`src/rtl/key_operand_entry_if.sv`:
```
// key_operand_entry_if: operator key/switch inputs and operand/start outputs of the entry block.
interface key_operand_entry_if #(
    parameter int DIGITS  = 4,
    parameter int DIGIT_W = 4
);
    logic [2:0]                     key_n;
    logic [DIGIT_W-1:0]             sw_digit;
    logic                           busy;
    logic                           start;
    logic [DIGITS*DIGIT_W-1:0]      operand;
    logic [$clog2(DIGITS+1)-1:0]    count;
    logic                           full;
    logic                           rejected;
    modport master (output key_n, sw_digit, busy, input start, operand, count, full, rejected);
    modport slave  (input key_n, sw_digit, busy, output start, operand, count, full, rejected);
endinterface

```
`src/rtl/key_operand_entry.sv`:
```
// key_operand_entry: debounced push-button digit entry building an operand and issuing one-cycle start requests.
module key_operand_entry #(
    parameter int DEBOUNCE_CYCLES = 16,
    parameter int DIGITS          = 4,
    parameter int DIGIT_W         = 4
) (
    input  logic               clock,
    input  logic               reset,
    key_operand_entry_if.slave bus
);
    localparam int W  = DIGITS * DIGIT_W;
    localparam int CW = $clog2(DIGITS + 1);
    localparam int DW = (DEBOUNCE_CYCLES > 1) ? $clog2(DEBOUNCE_CYCLES) : 1;
    localparam logic [DW-1:0] DB_MAX = DW'(DEBOUNCE_CYCLES - 1);

    typedef enum logic [1:0] {ENTRY, WAIT_BUSY, RUN} state_t;

    logic [2:0]    sync1, sync2, stable, press;
    logic [DW-1:0] cnt [3];
    state_t        state, state_n;
    logic [W-1:0]  operand, operand_n;
    logic [CW-1:0] count, count_n;
    logic          start, start_n, rejected, rejected_n;
    logic          ent, clr, sub;

    // press is registered alongside the stable-level flip, so it lasts exactly one cycle
    always_ff @(posedge clock) begin
        if (reset) begin
            sync1  <= '1;
            sync2  <= '1;
            stable <= '1;
            press  <= '0;
            cnt    <= '{default: '0};
        end else begin
            sync1 <= bus.key_n;
            sync2 <= sync1;
            for (int k = 0; k < 3; k++) begin
                press[k] <= 1'b0;
                if (sync2[k] == stable[k]) cnt[k] <= '0;
                else if (cnt[k] == DB_MAX) begin
                    cnt[k]    <= '0;
                    stable[k] <= sync2[k];
                    press[k]  <= stable[k];
                end else cnt[k] <= cnt[k] + 1'b1;
            end
        end
    end

    assign ent = press[0];
    assign clr = press[1];
    assign sub = press[2];

    always_ff @(posedge clock) begin
        if (reset) begin
            state    <= ENTRY;
            operand  <= '0;
            count    <= '0;
            start    <= 1'b0;
            rejected <= 1'b0;
        end else begin
            state    <= state_n;
            operand  <= operand_n;
            count    <= count_n;
            start    <= start_n;
            rejected <= rejected_n;
        end
    end

    // clear outranks submit, which outranks enter
    always_comb begin
        state_n    = state;
        operand_n  = operand;
        count_n    = count;
        start_n    = 1'b0;
        rejected_n = 1'b0;
        case (state)
            ENTRY: begin
                if (clr) begin
                    operand_n = '0;
                    count_n   = '0;
                end else if (sub) begin
                    if (count != '0 && !bus.busy) begin
                        start_n = 1'b1;
                        state_n = WAIT_BUSY;
                    end else rejected_n = 1'b1;
                end else if (ent) begin
                    if (bus.full) rejected_n = 1'b1;
                    else begin
                        operand_n = {operand[W-DIGIT_W-1:0], bus.sw_digit};
                        count_n   = count + 1'b1;
                    end
                end
            end
            WAIT_BUSY: begin
                if (clr) begin
                    state_n   = ENTRY;
                    operand_n = '0;
                    count_n   = '0;
                end else begin
                    rejected_n = sub | ent;
                    if (bus.busy) state_n = RUN;
                end
            end
            RUN: begin
                rejected_n = |press;
                if (!bus.busy) begin
                    state_n   = ENTRY;
                    operand_n = '0;
                    count_n   = '0;
                end
            end
            default: state_n = ENTRY;
        endcase
    end

    assign bus.operand  = operand;
    assign bus.count    = count;
    assign bus.full     = count == CW'(DIGITS);
    assign bus.start    = start;
    assign bus.rejected = rejected;
endmodule

```
`src/flat_wrapper.sv`:
```
// flat-port wrapper written by rule: the top's interface ports become plain ports
module key_operand_entry_flat 
#(
    parameter int DEBOUNCE_CYCLES = 16,
    parameter int DIGITS          = 4,
    parameter int DIGIT_W         = 4
)
  (clock, reset, bus_key_n, bus_sw_digit, bus_busy, bus_start, bus_operand, bus_count, bus_full, bus_rejected);
  key_operand_entry_if #(.DIGITS(DIGITS), .DIGIT_W(DIGIT_W)) bus_i ();
  input  logic clock;
  input  logic reset;
  input wire logic [$bits(bus_i.key_n)-1:0] bus_key_n;
  input wire logic [$bits(bus_i.sw_digit)-1:0] bus_sw_digit;
  input wire logic [$bits(bus_i.busy)-1:0] bus_busy;
  output wire logic [$bits(bus_i.start)-1:0] bus_start;
  output wire logic [$bits(bus_i.operand)-1:0] bus_operand;
  output wire logic [$bits(bus_i.count)-1:0] bus_count;
  output wire logic [$bits(bus_i.full)-1:0] bus_full;
  output wire logic [$bits(bus_i.rejected)-1:0] bus_rejected;
  assign bus_i.key_n = bus_key_n;
  assign bus_i.sw_digit = bus_sw_digit;
  assign bus_i.busy = bus_busy;
  assign bus_start = bus_i.start;
  assign bus_operand = bus_i.operand;
  assign bus_count = bus_i.count;
  assign bus_full = bus_i.full;
  assign bus_rejected = bus_i.rejected;
  key_operand_entry #(.DEBOUNCE_CYCLES(DEBOUNCE_CYCLES), .DIGITS(DIGITS), .DIGIT_W(DIGIT_W)) u_core (.clock(clock), .reset(reset), .bus(bus_i));
endmodule
```
`config.mk`:
```
export PLATFORM = sky130hd
export DESIGN_NAME = key_operand_entry_flat
export DESIGN_NICKNAME = d
export VERILOG_FILES = /design/src/rtl/key_operand_entry_if.sv /design/src/rtl/key_operand_entry.sv /design/src/flat_wrapper.sv
export SDC_FILE = /design/constraint.sdc
export NUM_CORES = 1
export LEC_CHECK = 0
export ABC_AREA = 1
export ABC_CLOCK_PERIOD_IN_PS = 1800
export CAP_MARGIN = 15
export CORE_MARGIN = 2
export CORE_UTILIZATION = 35
export CTS_BUF_LIST = sky130_fd_sc_hd__clkbuf_8 sky130_fd_sc_hd__clkbuf_16
export DETAILED_ROUTE_END_ITERATION = 7
export HOLD_SLACK_MARGIN = 0.05
export PLACE_DENSITY = 0.65
export SLEW_MARGIN = 20
export SYNTH_ARGS = -nofsm -noshare
export SYNTH_HDL_FRONTEND = slang
export SYNTH_SLANG_ARGS = --single-unit
```
`constraint.sdc`:
```
create_clock -name clock -period 1.8 [get_ports clock]
set_input_delay 0.18 -clock clock [delete_from_list [all_inputs] [get_ports clock]]
set_output_delay 0.18 -clock clock [all_outputs]
set_load 0.02 [all_outputs]
```
======== Word level (Yosys, flattened, before mapping) ========
Index checks and enable logic that the tools add are counted.
storage, ports and cells
  bits of input ports ..................... 10
  register bits ........................... 47
cells by class
  muxes and demuxes ....................... 29
  reductions and logical operators ........ 18
  add/sub/neg operators ................... 4
  bitwise operators ....................... 9
  eq/ne operators ......................... 18
operators by type and width
  cell                 number
  $mux 16              6
  $pmux 16 s3          1
  $reduce_or 3->1      7
  $mux 3               6
  $add 4x1->4 const B  3
  $eq 4x4->1 const B   3
  $mux 2               6
  $pmux 3 s3           1
  $not 1->1            8
  $mux 1               7
  $ne 2x1->1 const B   3
  $ne 3x2->1 const B   2
  $pmux 2 s3           1
  $reduce_and 2->1     3
  $reduce_and 6->1     1
  $reduce_bool 3->1    2
  $reduce_and 5->1     1
  $ne 2x2->1 const B   2
  $reduce_or 4->1      1
  $add 3x1->3 const B  1
  $eq 1x1->1           3
  $eq 3x3->1 const B   1
  $ne 3x1->1 const B   1
  $ne 3x3->1 const B   1
  other kinds (7)      7

======== Logic depth before layout (Yosys ltp) ========
Gate-level depths: netlist (run 1).
  depth in word-level cells ............... 6
  depth in mapped cells ................... 10
  mapped depth without buffers ............ 9

======== Least setup slack after synthesis (run 1) ========
No wires, ideal clock.
  kind .................................... register to register
  from .................................... register u_core.state[0]
  to ...................................... register u_core.count[0] (netlist: u_core.bus.count[0])
  slack ................................... 235 ps
  library setup time ...................... 64 ps
  path buffers ............................ 1
  data required time ...................... 1736 ps
  cell stages (with the launch flop) ...... 9
  clock period less this slack ............ 1565 ps
  data arrival time ....................... 1501 ps
  cells stage by stage .................... dfxtp_1 > inv_1 > ha_1 > buf_6 > nor2_1 > inv_1 > nor2_1 > o21ai_0 > nor2_1
on the way
  cells in the longest elaborated chain, start to end .. 3
  elaborated cells between the ends (all ways) .. 11
RTL lines
  item                                                line                     RTL
  start: declaration                                  key_operand_entry.sv:20  state_t state, state_n;
  start signal: assignment                            key_operand_entry.sv:61  state <= state_n;
  $eq 2x1->1, or another cell as far along            key_operand_entry.sv:76  case (state)
  $ne 2x1->1 (no line), or another cell as far along  n/a
  $reduce_and 6->1 (no line)                          n/a
  end signal: assignment                              key_operand_entry.sv:63  count <= count_n;
  end: declaration                                    key_operand_entry.sv:22  logic [CW-1:0] count, count_n;
Several ways; a longest one is shown, not always the timed one.
A chain may end at the register's enable or synchronous reset.

======== Worst setup path after layout (run 1) ========
  from .................................... register u_core.state[0]
  to ...................................... register u_core.operand[11] (netlist: u_core.bus.operand[11])
on the way
  cells in the longest elaborated chain, start to end .. 3
  elaborated cells between the ends (all ways) .. 11
RTL lines
  item                                                line                     RTL
  $eq 2x1->1, or another cell as far along            key_operand_entry.sv:76
  $ne 2x1->1 (no line), or another cell as far along  n/a
  $reduce_and 6->1 (no line)                          n/a
  end signal: assignment                              key_operand_entry.sv:62  operand <= operand_n;
  end: declaration                                    key_operand_entry.sv:21  logic [W-1:0] operand, operand_n;
Several ways; a longest one is shown, not always the timed one.

==> flow_summary.ini, run 1 <==
[critical_path]
reg2reg_depth = 9
cp_data_required_time_ns = 2.03
crit_path_end_kind = flop
critPathLaunchType = flop
path_max_fanout = 25
worstPathArrival_ns = 1.82
critical_path.cell_chain = inv_1, ha_1, inv_1, nor2_1, nand2_1, nand2_8, inv_4, nor2_1, nor2_1
slowest_stage = dfxtp_1
crit_type = flop to flop
max_stage_delay_ns = 0.39
cpMostUsedCell = nor2_1

[yosys]
syn_area_mm2 = 0.00204
syn_inst = 274
ys_warn_count = 0
synth_nets = 294
ys_seq_elements = 47
yosysSeqAreaShare = 0.462
synth.distinct_cells = 19
postSynthAreaPerCell_um2 = 7.43

[job]
maxCapViolCount = 0

[global_routing]
antenna_found_initial = 0
overflow = 0
grtUsageMet1 = 0.143
top_usage_layer = met2
grt_start_max_net_pins = 26
grt_pass1_vias = 1585
grt_use_total = 0.130
grtUsageMet2 = 0.229
grt_pass1_wl_um = 6550
met3_usage = 0.0416

[final_layout]
syn_to_final_growth_pct = 23.3
antenna_cells = 0
final_net_count = 329
drive_gt1_frac = 0.0903

[sta]
fin_worst_skew_ns = 0.00275
report.final.setup_viol = 0
maxSlewHeadroom = 0.842
rsz0062_at_grt = false
period_needed_ns = 1.59
worst_pin_slew_ns = 0.236
drv_slew = 0
max_freq_ghz = 0.629
hold_viol = 0
period_share = 0.884
tns_ns = 0

[power]
power_leakage_nw = 1.16
seq_power_share = 0.353
clkPwrFrac = 0.152
combPwrFrac = 0.495
internal_power_mw = 2.37
ir_drop_mv = 0.639
power.density_mw_per_mm2 = 1620
switchingPower_mw = 1.71
power.total_mw = 4.08
netSwitchingFraction = 0.418

[drt]
ant_nets = 0
wirelength_um = 3750
wl_per_cell_um = 9.82
vias_per_cell = 4.43
first_pass_iters = 4
num_vias = 1693
drtIter0Drc = 74
drc = 0

[run_status]
status = complete, no violations

[clocking]
h-tree-depth = 2
postCtsSetupBuffers = 0
numCtsBuffers = 5
cts_tree = yes
cts_buffer_depth = 2
path_clk_slew_ns = 0.09
clkLatencyLatePin_ns = 0.29
cts_root_buffer = clkbuf_8
clock-sinks = 47

[die]
num_io_pins = 32
dieArea_mm2 = 0.00645
chipHeight_um = 80.3
die_w_um = 80.3
row_count = 27
core_mm2 = 0.00557
start_util = 0.365

[min_path]
hold_class = flop to flop
whs_path_depth = 1

[placed_design]
routabilityCongestion = 0.738
place_hpwl_um = 2770
portBuffers = 31
==> metal layers <==
metal | routed length [um] | up-vias | share of wire
met2 | 1790 | 33 | 0.48
li1 | - | 908 | -
met4 | 57 | 0 | 0.015
met5 | 0 | - | 0
met1 | 1700 | 745 | 0.45
met3 | 197 | 7 | 0.053
==> worst max-delay path: cells and delay by family (launching register included) <==
kind | cells | cell delay, ns
and+or+nand+nor | 5 | 0.58
DFF | 1 | 0.39
buffers and inverters | 3 | 0.33
adders and majority gates | 1 | 0.23
==> cell families after synthesis <==
kind of cell | count (synthesis) | share of synthesized area
buffers and inverters | 42 | 0.0940
XOR/XNOR | 5 | 0.0215
AO/OA/AOI/OAI | 28 | 0.0688
AND/OR/NAND/NOR | 142 | 0.292
adder cells (fa/ha/maj) | 10 | 0.0614
flip-flops | 47 | 0.462
==> power by group through the flow <==
stage,clock network [mW],logic (mW),registers (mW)
floorplan,0,1.19,1.68
global placement,0,1.94,1.46
detailed placement,0,1.98,1.47
CTS,0.652,1.99,1.44
global route,0.697,2.29,1.47
finish,0.622,2.02,1.44
==> state kept, by name (all words and copies together), names as in the netlist <==
register,cells
u_core.bus.count,3
u_core.cnt,12
u_core.bus.rejected,1
u_core.state,2
u_core.bus.start,1
u_core.stable,3
u_core.bus.operand,16
u_core.sync2,3
u_core.press,3
u_core.sync1,3
==> synthesized netlist by cell type <==
library cell  instances  share of area
xor2_1                5          0.021
buf_2                 3         0.0074
dfxtp_1              47           0.46
nor2_4                1         0.0055
nor3_1                4         0.0098
inv_1                31          0.057
nand2_2               1         0.0031
or2_2                 9          0.028
o21ai_1               2         0.0049
ha_1                 10          0.061
nand2_4               1         0.0055
clkbuf_1              2         0.0037
nor2_1               64           0.12
nand3_1              14          0.034
buf_6                 4          0.022
inv_2                 2         0.0037
nand2_1              48          0.088
a21oi_1              10          0.025
o21ai_0              16          0.039
==> metrics by stage <==
step                hold WS [ns]  instance area (um^2)  cells   util  worst slack (ns)
detailed placement         0.393                  2410    374  0.433             0.160
CTS                        0.414                  2500    382  0.449             0.142
global placement           0.392                  2410    374  0.433             0.236
floorplan                  0.284                  2040    274      -             0.235
global route               0.433                  2510    382  0.451            0.0257
finish                     0.413                  2510    382  0.451             0.209
==> layout by cell type, fill, tap and decap left out, types with 2 or more instances in the layout <==
cell	instances
o21ai_1	2
nor3_1	4
buf_4	6
ha_1	10
nor2_1	64
xor2_1	5
or2_2	9
clkbuf_8	5
clkdlybuf4s50_1	30
clkinv_2	2
inv_1	31
dfxtp_1	47
o21ai_0	16
nand3_1	14
nand2_1	48
a21oi_1	10
==> final cells by class <==
cell class / count / area (um^2)
multi-input cells: 185 / 913
fillers: 563 / 3060
well taps: 72 / 90.1
clock buffers: 5 / 68.8
flip-flops and latches: 47 / 941
clock inverters: 3 / 18.8
inverters: 33 / 126
repair buffers: 37 / 354
==> timing repair <==
action / 4_1_cts / 5_1_grt
endpoints found under the setup margin: 1 / 12
gates resized for setup: 1 / 2
hold buffers: 0 / 0
pin swaps: 0 / 1
==> path summary, 6_finish.rpt <==
path,startpoint,end,slack [ns]
max,u_core.state[0],u_core.bus.operand[11],0.21
min,u_core.sync1[0],u_core.sync2[0],0.41
max reg2reg,u_core.state[0],u_core.bus.operand[11],0.21
min reg2reg,u_core.sync1[0],u_core.sync2[0],0.41
(Power assumes the default switching activity.)
==> inputs of run 2 (changes only) <==
DONT_BUFFER_PORTS = 1   (was unset)
PLACE_DENSITY = 0.58   (was 0.65)
==> run 2 against run 1 <==
Flip-flop and latch count unchanged. Clock skew up 0.00081 ns. Count of clock-buffer cells in the layout unchanged. Sequential share of layout area up 4.5 points. Global-route usage down 0.27 points. Via count down 4.4%. Fmax up 0.70%. Total power down 8.4%. Final area down 11%. Hold slack worse by 0.34 ns. Non-clock buffer count down 27.
==> flow_summary.ini, run 2 (synthesis results as in run 1) <==
[drt]
num_vias = 1618
drtIter0Drc = 55
first_pass_iters = 4
drc = 0
vias_per_cell = 4.56
wirelength_um = 3710
ant_nets = 0
wl_per_cell_um = 10.5

[die]
dieArea_mm2 = 0.00645
row_count = 27
num_io_pins = 32
chipHeight_um = 80.3
core_mm2 = 0.00557
die_w_um = 80.3
start_util = 0.365

[sta]
worst_pin_slew_ns = 0.429
fin_worst_skew_ns = 0.00355
max_freq_ghz = 0.633
hold_viol = 0
period_share = 0.877
whs_ns = 0.0724
maxSlewHeadroom = 0.713
period_needed_ns = 1.58
report.final.setup_viol = 0
drv_slew = 0
worst_slack_ns = 0.221
rsz0062_at_grt = false
tns_ns = 0

[critical_path]
crit_path_end_kind = flop
path_max_fanout = 25
timing.rr.end = u_core.bus.operand[0]
crit_type = flop to flop
r2r_slack_ns = 0.22
cp_data_required_time_ns = 2.04
reg2reg_depth = 9
worstPathArrival_ns = 1.82
max_stage_delay_ns = 0.39
cpMostUsedCell = nor2_1
critPathLaunchType = flop
slowest_stage = dfxtp_1
critical_path.cell_chain = inv_1, ha_1, inv_1, nor2_1, nand2_1, nand2_8, inv_4, nor2_1, nor2_1
reg2reg_from = u_core.state[0]

[final_layout]
syn_to_final_growth_pct = 10.1
drive_gt1_frac = 0.0989
stdcell_count = 355
final_net_count = 302
largest_reg_flops = 16
fillerInstances = 610
top_register = u_core.bus.operand
fin_util = 0.402
largest_registers = u_core.bus.operand x16, u_core.cnt x12
fin_area_mm2 = 0.00224
mostFrequentLayoutCell = nor2_1
antenna_cells = 0
layout_common_cells = nor2_1, nand2_1, dfxtp_1

[placed_design]
dp_slack_ns = 0.161
placed_area_mm2 = 0.00210
routabilityCongestion = 0.768
dpl.cell_count = 343
place_hpwl_um = 2660
portBuffers = 0

[min_path]
whs_path_depth = 3
hold_class = input port to flop
hold_end = u_core.press[2]
min_from = reset

[clocking]
path_clk_slew_ns = 0.09
h-tree-depth = 2
cts_buffer_depth = 2
postCtsSetupBuffers = 0
cts_root_buffer = clkbuf_8
numCtsBuffers = 5
cts_tree = yes
clkLatencyLatePin_ns = 0.30
clock-sinks = 47

[global_routing]
antenna_found_initial = 0
grt_start_max_net_pins = 26
grt_use_total = 0.127
grt_pass1_vias = 1490
overflow = 0
grt_pass1_wl_um = 6360

[run_status]
status = complete, no violations

[job]
maxCapViolCount = 0

[power]
power.density_mw_per_mm2 = 1660
power_leakage_nw = 1.06
power.total_mw = 3.73
ir_drop_mv = 0.634
-- run 2: cell types whose count changed in the layout (fill, tap and decap cells not counted), sizes merged --
cell           delta
clkdlybuf4s50    -30
dlygate4sd2       -1
dlygate4sd3       +4
-- run 2: final cells by class --
class | count | area, um^2 | area share
clock buffer | 5 | 68.8 | 0.0307
inverter | 33 | 126 | 0.0563
multi-input combinational | 185 | 913 | 0.407
sequential | 47 | 941 | 0.419
clock inverter | 3 | 18.8 | 0.00837
tap | 72 | 90.1 | 0.0402
timing repair buffer | 10 | 85.1 | 0.0379
-- run 2: worst max path at each step --
stage                          from                    end  slack (ns)  cells past startpoint
floorplan           u_core.state[0]    u_core.bus.count[0]        0.23                      8
global placement    u_core.state[0]  u_core.bus.operand[0]        0.21                      9
detailed placement  u_core.state[0]  u_core.bus.operand[0]        0.16                      9
CTS                 u_core.state[0]  u_core.bus.operand[0]        0.13                      9
global route        u_core.state[0]  u_core.bus.operand[8]        0.05                      9
finish              u_core.state[0]  u_core.bus.operand[0]        0.22                      9
-- run 2: where the power goes --
part           internal, mW  switching [mW]
Sequential             1.27           0.392
Clock                 0.274           0.360
Combinational         0.518           0.917
Total                  2.07            1.67
-- run 2: critical path, delay by kind of cell, from the launching register on --
| kind | cells | cell delay, ns |
|---|---|---|
| flip-flops | 1 | 0.39 |
| buffers and inverters | 3 | 0.32 |
| AND/OR/NAND/NOR | 5 | 0.58 |
| adder cells (fa/ha/maj) | 1 | 0.22 |
-- run 2: what timing repair did --
action                                 in CTS  in global routing
hold buffers                                4                  0
endpoints found under the hold margin       8                  0
gates resized for setup                     0                  3
setup endpoints to repair                   0                 11
-- run 2: metal layers --
layer  track usage  wire [um]  vias up
met5             0          0        -
met4        0.0508         64        0
met3        0.0494        245        7
met2         0.223       1700       32
met1         0.136       1700      728
li1              -          -      851
==> inputs of run 3 (changes only) <==
CTS_BUF_LIST = unset   (was sky130_fd_sc_hd__clkbuf_8 sky130_fd_sc_hd__clkbuf_16)
HOLD_SLACK_MARGIN = unset   (was 0.05)
==> run 3 against run 2 <==
Register-to-register slack barely moved. Combinational power about the same. Clock power hardly changed. Count of clock-buffer cells in the layout unchanged. Non-clock buffer count unchanged. Utilization unchanged. Final area stayed put. First-iteration DRC count shrank 5.5%. Fmax about the same. Via count down 0.12%. Flip-flop and latch count unchanged. Critical endpoint unchanged.
==> flow_summary.ini, run 3 (synthesis results as in run 1) <==
[sta]
max_freq_ghz = 0.633
drv_slew = 0
maxSlewHeadroom = 0.714
period_share = 0.878
tns_ns = 0
period_needed_ns = 1.58
rsz0062_at_grt = false
worst_pin_slew_ns = 0.428
whs_ns = 0.0472
hold_viol = 0
fin_worst_skew_ns = 0.00354
report.final.setup_viol = 0

[drt]
met1_length_um = 1700
drtIter0Drc = 52
wl_per_cell_um = 10.5
top_layer = met4
wirelength_um = 3710
ant_nets = 0
vias_per_cell = 4.55
num_vias = 1616
met3_length_um = 245
drc = 0
first_pass_iters = 4
dr_wl_met2_um = 1700

[critical_path]
cpMostUsedCell = nor2_1
path_buf_inv = 3
worstPathArrival_ns = 1.82
critPathLaunchType = flop
cp_data_required_time_ns = 2.04
r2r_slack_ns = 0.22
crit_path_end_kind = flop
slowest_stage = dfxtp_1
crit_family = simple AND/OR/NAND/NOR gates
crit_type = flop to flop
path_max_fanout = 25
critical_path.cell_chain = inv_1, ha_1, inv_1, nor2_1, nand2_1, nand2_8, inv_4, nor2_1, nor2_1
max_stage_delay_ns = 0.39

[placed_design]
portBuffers = 0
place_hpwl_um = 2660
routabilityCongestion = 0.768

[global_routing]
antenna_found_initial = 0
grt_use_total = 0.127
overflow = 0
grt_pass1_wl_um = 6370
grt_pass1_vias = 1489
grt_start_max_net_pins = 26

[final_layout]
top_register = u_core.bus.operand
drive_gt1_frac = 0.0989
largest_reg_flops = 16
fillerInstances = 610
antenna_cells = 0
mostFrequentLayoutCell = nor2_1
final_net_count = 302
largest_registers = u_core.bus.operand x16, u_core.cnt x12
syn_to_final_growth_pct = 10.1
layout_common_cells = nor2_1, nand2_1, dfxtp_1

[clocking]
path_clk_slew_ns = 0.09
cts_root_buffer = clkbuf_8
numCtsBuffers = 5
h-tree-depth = 2
cts_tree = yes
cts_buffer_depth = 2
clock-sinks = 47
clkLatencyLatePin_ns = 0.30

[power]
ir_drop_mv = 0.634
power.total_mw = 3.73
power_leakage_nw = 1.06
power.density_mw_per_mm2 = 1660

[run_status]
status = complete, no violations

[die]
start_util = 0.365
core_mm2 = 0.00557
num_io_pins = 32
chipHeight_um = 80.3
die_w_um = 80.3
row_count = 27
dieArea_mm2 = 0.00645

[job]
maxCapViolCount = 0

[min_path]
hold_class = input port to flop
run 3: cell counts in the layout (fill, tap and decap cells not counted):
No cell type changed its count.
run 3: area by class of cell:
| type | count | area [um^2] | share of cell area |
|---|---|---|---|
| sequential | 47 | 941 | 0.419 |
| multi-input combinational | 185 | 913 | 0.407 |
| inverter | 33 | 126 | 0.0563 |
| tap | 72 | 90.1 | 0.0402 |
| timing repair buffer | 10 | 85.1 | 0.0379 |
| clock buffer | 5 | 68.8 | 0.0307 |
| clock inverter | 3 | 18.8 | 0.00837 |
run 3: report_power, final:
part           internal [mW]  leakage, nW  total, mW  switching, mW
clock network          0.274       0.0483      0.633          0.359
logic                  0.518        0.626       1.43          0.917
registers               1.27        0.383       1.67          0.392
total                   2.07         1.06       3.73           1.67
run 3: per-stage QoR:
step                 util  instances  instance area, um^2  setup slack, ns
floorplan               -        274                 2040            0.235
finish              0.402        355                 2240            0.220
global route        0.402        355                 2240           0.0525
CTS                 0.400        355                 2230            0.130
global placement    0.378        343                 2100            0.206
detailed placement  0.378        343                 2100            0.161
run 3: final timing paths:
check	start	to	cells past startpoint
worst min-delay path	reset	u_core.bus.rejected	2
worst min register to register	u_core.sync1[1]	u_core.sync2[1]	1
worst max-delay path	u_core.state[0]	u_core.bus.operand[0]	9
worst max register to register	u_core.state[0]	u_core.bus.operand[0]	9
run 3: repair_timing:
item | 4_1_cts | 5_1_grt
resized for setup | 0 | 3
hold buffers | 4 | 0
endpoints found under the setup margin | 0 | 11
buffers inserted | 0 | 0
endpoints found under the hold margin | 7 | 0
run 3: metal layers:
metal  vias up  track usage
li1        851            -
met1       726        0.137
met2        32        0.223
met3         7       0.0494
met4         0       0.0508
met5         -            0
